<file path="config.mk">
export PLATFORM = sky130hd
export DESIGN_NAME = mem_arbiter
export DESIGN_NICKNAME = d
export VERILOG_FILES = /design/src/rtl/mem_arbiter.sv
export SDC_FILE = /design/constraint.sdc
export NUM_CORES = 1
export LEC_CHECK = 0
export ABC_AREA = 1
export CAP_MARGIN = 30
export CORE_AREA = 2 2 84 86
export DETAILED_ROUTE_END_ITERATION = 8
export DIE_AREA = 0 0 86 88
export GPL_TIMING_DRIVEN = 1
export HOLD_SLACK_MARGIN = 0.03
export PLACE_DENSITY = 0.67
export SLEW_MARGIN = 5
export SYNTH_ARGS = -nofsm -noshare
export SYNTH_HDL_FRONTEND = slang
export SYNTH_SLANG_ARGS = --single-unit
</file>
<file path="constraint.sdc">
create_clock -name clk -period 1.7 [get_ports clk]
set_input_delay 0.17 -clock clk [delete_from_list [all_inputs] [get_ports clk]]
set_output_delay 0.17 -clock clk [all_outputs]
set_load 0.01 [all_outputs]
</file>
<file path="src/rtl/mem_arbiter.sv">
// mem_arbiter: shares one 16-bit address / 8-bit data memory port between
// the CPU and the sprite/OAM DMA requester. DMA has fixed priority.
// Build option ARB_STARVE_EN: adds a starvation guard that forces a CPU
// grant after STARVE consecutive DMA grants made while the CPU was waiting.
// Every access walks IDLE -> BUSY -> DONE, so throughput is one access per
// three cycles and the ack to the winner is a registered one-cycle pulse.
module mem_arbiter #(
  parameter int STARVE = 4
) (
  input  logic        clk,
  input  logic        reset_n,
  input  logic        cpureq,
  input  logic        cpuwr,
  input  logic [15:0] cpuaddr,
  input  logic [7:0]  cpuwdata,
  output logic [7:0]  cpurdata,
  output logic        cpuack,
  input  logic        dmareq,
  input  logic        dmawr,
  input  logic [15:0] dmaaddr,
  input  logic [7:0]  dmawdata,
  output logic [7:0]  dmardata,
  output logic        dmaack,
  output logic        memreq,
  output logic        memwr,
  output logic [15:0] memaddr,
  output logic [7:0]  memwdata,
  input  logic [7:0]  memrdata,
  input  logic        memack,
  output logic        owner,
  output logic        busy
);

  typedef enum logic [1:0] {S_IDLE, S_BUSY, S_DONE} state_t;

  if (STARVE < 1 || STARVE > 15) begin : g_bad_starve
    $error("mem_arbiter: STARVE must be in 1..15");
  end

  state_t      r_state, w_next;
  logic        r_memreq, r_memwr, r_owner, r_cpuack, r_dmaack;
  logic [15:0] r_memaddr;
  logic [7:0]  r_memwdata, r_cpurdata, r_dmardata;
  logic        w_force_cpu, w_gnt_dma, w_gnt_cpu, w_grant;

`ifdef ARB_STARVE_EN
  localparam logic [3:0] STARVE_C = 4'(STARVE);
  logic [3:0] r_starve;

  assign w_force_cpu = cpureq && (r_starve >= STARVE_C);

  // Count DMA grants taken while the CPU waits; any CPU grant or idle CPU clears it
  always_ff @(posedge clk or negedge reset_n) begin
    if (!reset_n) begin
      r_starve <= 4'd0;
    end else if (r_state == S_IDLE) begin
      if (!cpureq || w_gnt_cpu)
        r_starve <= 4'd0;
      else if (w_gnt_dma && r_starve != 4'hF)
        r_starve <= r_starve + 4'd1;
    end
  end
`else
  assign w_force_cpu = 1'b0;
`endif

  // Grant decision only matters in IDLE; DMA wins unless the guard forces CPU
  assign w_gnt_dma = dmareq && !w_force_cpu;
  assign w_gnt_cpu = cpureq && !w_gnt_dma;
  assign w_grant   = (r_state == S_IDLE) && (w_gnt_dma || w_gnt_cpu);

  // State register
  always_ff @(posedge clk or negedge reset_n) begin
    if (!reset_n) r_state <= S_IDLE;
    else          r_state <= w_next;
  end

  // Next state: DONE always returns to IDLE without granting, so a held req
  // from the just-acked requester is not mistaken for a new one
  always_comb begin
    w_next = r_state;
    unique case (r_state)
      S_IDLE:  if (w_grant) w_next = S_BUSY;
      S_BUSY:  if (memack)  w_next = S_DONE;
      S_DONE:  w_next = S_IDLE;
      default: w_next = S_IDLE;
    endcase
  end

  // Memory-side request registers, read data capture and ack pulses
  always_ff @(posedge clk or negedge reset_n) begin
    if (!reset_n) begin
      r_memreq   <= 1'b0;
      r_memwr    <= 1'b0;
      r_memaddr  <= 16'h0000;
      r_memwdata <= 8'h00;
      r_owner    <= 1'b0;
      r_cpuack   <= 1'b0;
      r_dmaack   <= 1'b0;
      r_cpurdata <= 8'h00;
      r_dmardata <= 8'h00;
    end else begin
      r_cpuack <= 1'b0;
      r_dmaack <= 1'b0;
      unique case (r_state)
        S_IDLE: begin
          if (w_grant) begin
            r_memreq   <= 1'b1;
            r_owner    <= w_gnt_dma;
            r_memwr    <= w_gnt_dma ? dmawr    : cpuwr;
            r_memaddr  <= w_gnt_dma ? dmaaddr  : cpuaddr;
            r_memwdata <= w_gnt_dma ? dmawdata : cpuwdata;
          end
        end
        S_BUSY: begin
          if (memack) begin
            r_memreq <= 1'b0;
            r_memwr  <= 1'b0;
            if (!r_memwr) begin
              if (r_owner) r_dmardata <= memrdata;
              else         r_cpurdata <= memrdata;
            end
            if (r_owner) r_dmaack <= 1'b1;
            else         r_cpuack <= 1'b1;
          end
        end
        default: ;
      endcase
    end
  end

  assign memreq   = r_memreq;
  assign memwr    = r_memwr;
  assign memaddr  = r_memaddr;
  assign memwdata = r_memwdata;
  assign owner    = r_owner;
  assign cpuack   = r_cpuack;
  assign dmaack   = r_dmaack;
  assign cpurdata = r_cpurdata;
  assign dmardata = r_dmardata;
  assign busy     = (r_state != S_IDLE);

endmodule

</file>
==> impl.org, run 1 <==
** Status
- The run finished with clean final reports.

** STA
- On the final layout, the worst clock skew is 0.008883 ns.
- Of the available clock period, the critical path in the final layout requires 0.9597.
- At the pin with the least slew margin, the transition time is 0.3537 ns.
- The smallest clock period supported by the final layout is computed as 1.632 ns.
- Maximum operating frequency :: 612.9 MHz
- The final hold violation count came to 0.
- RSZ-0062 raised after global routing :: no
- The worst pin sits at a relative slew slack of 0.7642.
- Total setup violations reported at the end of the flow :: 0
- Total negative setup slack :: 0 ns
- The max-slew violation count came to 0.

** Setup path
- The worst setup path is captured at an output pin.
- List of cells traversed by the critical path :: nor2_4 > inv_1 > clkdlybuf4s50_1
- The worst setup path is launched from a flop.
- Worst path max stage delay :: 0.50 ns
- Slowest-stage cell, CP :: sky130_fd_sc_hd__clkdlybuf4s50_1
- Highest fanout seen on the critical path :: 3
- Data on the critical path is required at its endpoint by 1.53 ns.
- Kind of critical path :: reg -> out
- For the worst setup path, the data arrival time is 1.46 ns.
- Counting cells, the worst reg-to-reg path comes to 5.

** Clock tree
- Clk slew on worst S/H paths :: 0.09 ns
- Maximum level of the CTS H-tree :: 2
- Clock latency on the worst-skew pair :: 0.30 ns
- The tree is rooted in a sky130_fd_sc_hd__clkbuf_8.
- Clock tree from TritonCTS :: built
- Clock Sink Count :: 47
- In this run the post-CTS setup repair buffer count came out at 0.
- The longest clock path from root to sink contains 2 buffers.
- Number of buffers inserted during clock tree synthesis :: 5

** Drt
- First-pass detailed-route iteration total :: 4
- Final routed wire length divided by cell count :: 11.65 µm
- Antenna viol nets, final :: 0
- In the routed layout, each cell is associated on average with a via count of 4.395.
- After detailed routing, the total wire length is 5569 µm.
- Via Count :: 2,101
- In the routed design, unresolved DRC markers number 0.
- Starting DRC count in detailed routing :: 78

** Power
- In this run the static leakage power is 1.741 nW.
- Across the VDD grid, the largest voltage drop is 0.0004849 V.
- In this run the power density over the cells is 1474 nW/µm².
- Final Power :: 5.026 mW

** Layout
- Cell Count, Final, Fillers Out :: 478
- Number of nets at the end of the flow :: 460
- Area Growth Syn to Fin :: 58.25%
- Count of antenna diodes in the layout :: 0
- Share of post-route cells with drive strength above 1 :: 0.06533
- Fin util :: 0.5132

** Synthesis
- Synthesis produced a netlist with a net count of 347.
- Share of synthesized registers carrying an async set or reset :: 1.000
- The number of different library cells used by synthesis comes to 16.
- Fraction of the yosys area taken by sequential cells :: 0.5459
- In the synthesized netlist, the number of instances is 284.
- Fraction of synthesized cell area taken by the top area cell type :: 0.5459
- The most common cell in the synthesized netlist is sky130_fd_sc_hd__nand2_1.
- Commonest cells post-synth :: 195 x sky130_fd_sc_hd__nand2_1, 47 x sky130_fd_sc_hd__dfrtp_1, 12 x sky130_fd_sc_hd__nand3_1, 5 x sky130_fd_sc_hd__buf_2, 5 x sky130_fd_sc_hd__inv_1
- Number of synthesized register bits :: 47
- Average cell area after synthesis :: 7.586 µm²
- Syn Std Cell Area :: 2155 µm²
- The synthesized design contains 0 enable-type register cells.
- Most used DFF post-synth :: sky130_fd_sc_hd__dfrtp_1
- sky130_fd_sc_hd__dfrtp_1 takes more of the synthesized area than any other cell.
- Synth top area cells :: sky130_fd_sc_hd__dfrtp_1 55%, sky130_fd_sc_hd__nand2_1 34%, sky130_fd_sc_hd__nand3_1 2.8%
- During synthesis, Yosys emitted a total of 0 warnings.

** Global route
- The first global-routing pass estimated 9066 µm of wire.
- Entering global routing, the biggest net connects 27 pins.
- The number of antenna violations at the first check in global routing was 0.
- Global routing finished with a remaining overflow of 0.
- Vias in the first global route :: 1,950
- For this run, the total global-route usage over all layers was measured as 0.1518.

** Place
- In this run the tool buffered the top-level ports with 108 buffer cells.
- DPL Wire Length :: 4238 µm
- Counting tap cells, the placed design contains a total of 469 instances.
- At the end of routability-driven placement, the weighted congestion stood at 0.8526.

** Die
- The floorplan has 30 rows.
- In this run the count of I/O pins placed on the die edge is 109.
- In this run the horizontal extent of the chip is 86 µm.
- Initial cell density of the core :: 0.3243
- Die Footprint :: 7568 µm²
- From bottom edge to top edge, the die measures 88 µm.
- The core region is 6644 µm².

** Job
- Count of maximum capacitance violations :: 0

** Hold path
- Class of the tightest hold or removal check :: in -> async
[flip-flops by register name, indices dropped and copies added, names as in the netlist]
register	flops
memreq	1
memwdata	8
cpurdata	8
owner	1
memaddr	16
cpuack	1
r_state	2
memwr	1
dmaack	1
dmardata	8
[layout make-up]
| class | count | area (µm²) |
|---|---|---|
| Clock buffer | 5 | 68.82 |
| Clock inverter | 3 | 20.02 |
| Fill cell | 623 | 3234 |
| Inverter | 9 | 41.29 |
| Multi-Input combinational cell | 218 | 864.6 |
| Sequential cell | 47 | 1176 |
| Tap cell | 80 | 100.1 |
| Timing Repair Buffer | 116 | 1139 |
[kinds of logic after synthesis]
family                 share of synthesized area
flip-flops                                0.5459
buffers and inverters                    0.05517
AND/OR/NAND/NOR                           0.3943
AO/OA/AOI/OAI                           0.004646
[placed cells by master (no fill, tap or decap), types with 3 or more instances in the layout]
cell / instances
sky130_fd_sc_hd__nand2_1: 195
sky130_fd_sc_hd__clkdlybuf4s50_1: 107
sky130_fd_sc_hd__dfrtp_1: 47
sky130_fd_sc_hd__nand3_1: 12
sky130_fd_sc_hd__buf_4: 7
sky130_fd_sc_hd__inv_1: 5
sky130_fd_sc_hd__clkbuf_8: 5
sky130_fd_sc_hd__nor2_1: 3
[worst max-delay path: cells and delay by family, from the launching register on]
| family | cells | cell delay (ns) |
|---|---|---|
| buffers and inverters | 2 | 0.56 |
| flip-flops | 1 | 0.45 |
| AND/OR/NAND/NOR | 1 | 0.16 |
[routing by layer]
metal,global-route usage,vias to the layer above,share of wire
li1,-,1078,-
met1,0.1838,952,0.43
met2,0.2593,64,0.49
met3,0.04524,7,0.062
met4,0.05051,0,0.016
met5,0,-,0
[where the power goes]
group	switching, mW	internal (mW)	leakage (nW)
registers	0.307	1.61	0.589
logic	1.16	1.28	1.11
clock network	0.379	0.286	0.0402
total	1.84	3.18	1.74
[stage by stage]
step | instance area [µm²] | hold slack [ns] | setup slack (ns)
floorplan | 2155 | -0.1256 | 0.5849
global placement | 3306 | 0.09702 | 0.2837
global route | 3410 | 0.3341 | 0.001793
finish | 3410 | 0.3044 | 0.06849
CTS | 3405 | 0.3228 | 0.02009
detailed placement | 3306 | 0.1019 | 0.2707
[path summary, 6_finish.rpt]
kind | end | from | slack (ns)
setup / recovery | busy | r_state[1] | 0.07
hold / removal | r_state[1] | reset_n | 0.30
setup reg to reg | dmardata[7] | r_state[0] | 0.49
hold reg to reg | memwdata[5] | memwdata[5] | 0.48
max in group asynchronous | cpuack | reset_n | 0.83
min in group clk | dmardata[4] | memrdata[4] | 0.43
[what timing repair did]
action	in CTS	in global routing
endpoints found under the setup margin	0	1
gates resized for setup	0	1
endpoints found under the hold margin	14	0
hold buffers	1	0
Power figures use the tool's default switching activity.
==> run 2: changes to the inputs <==
Settings changed: CAP_MARGIN 30 to 20.
==> results of run 2 <==
No change in the layout: final DEF, timing and power equal those of run 1.
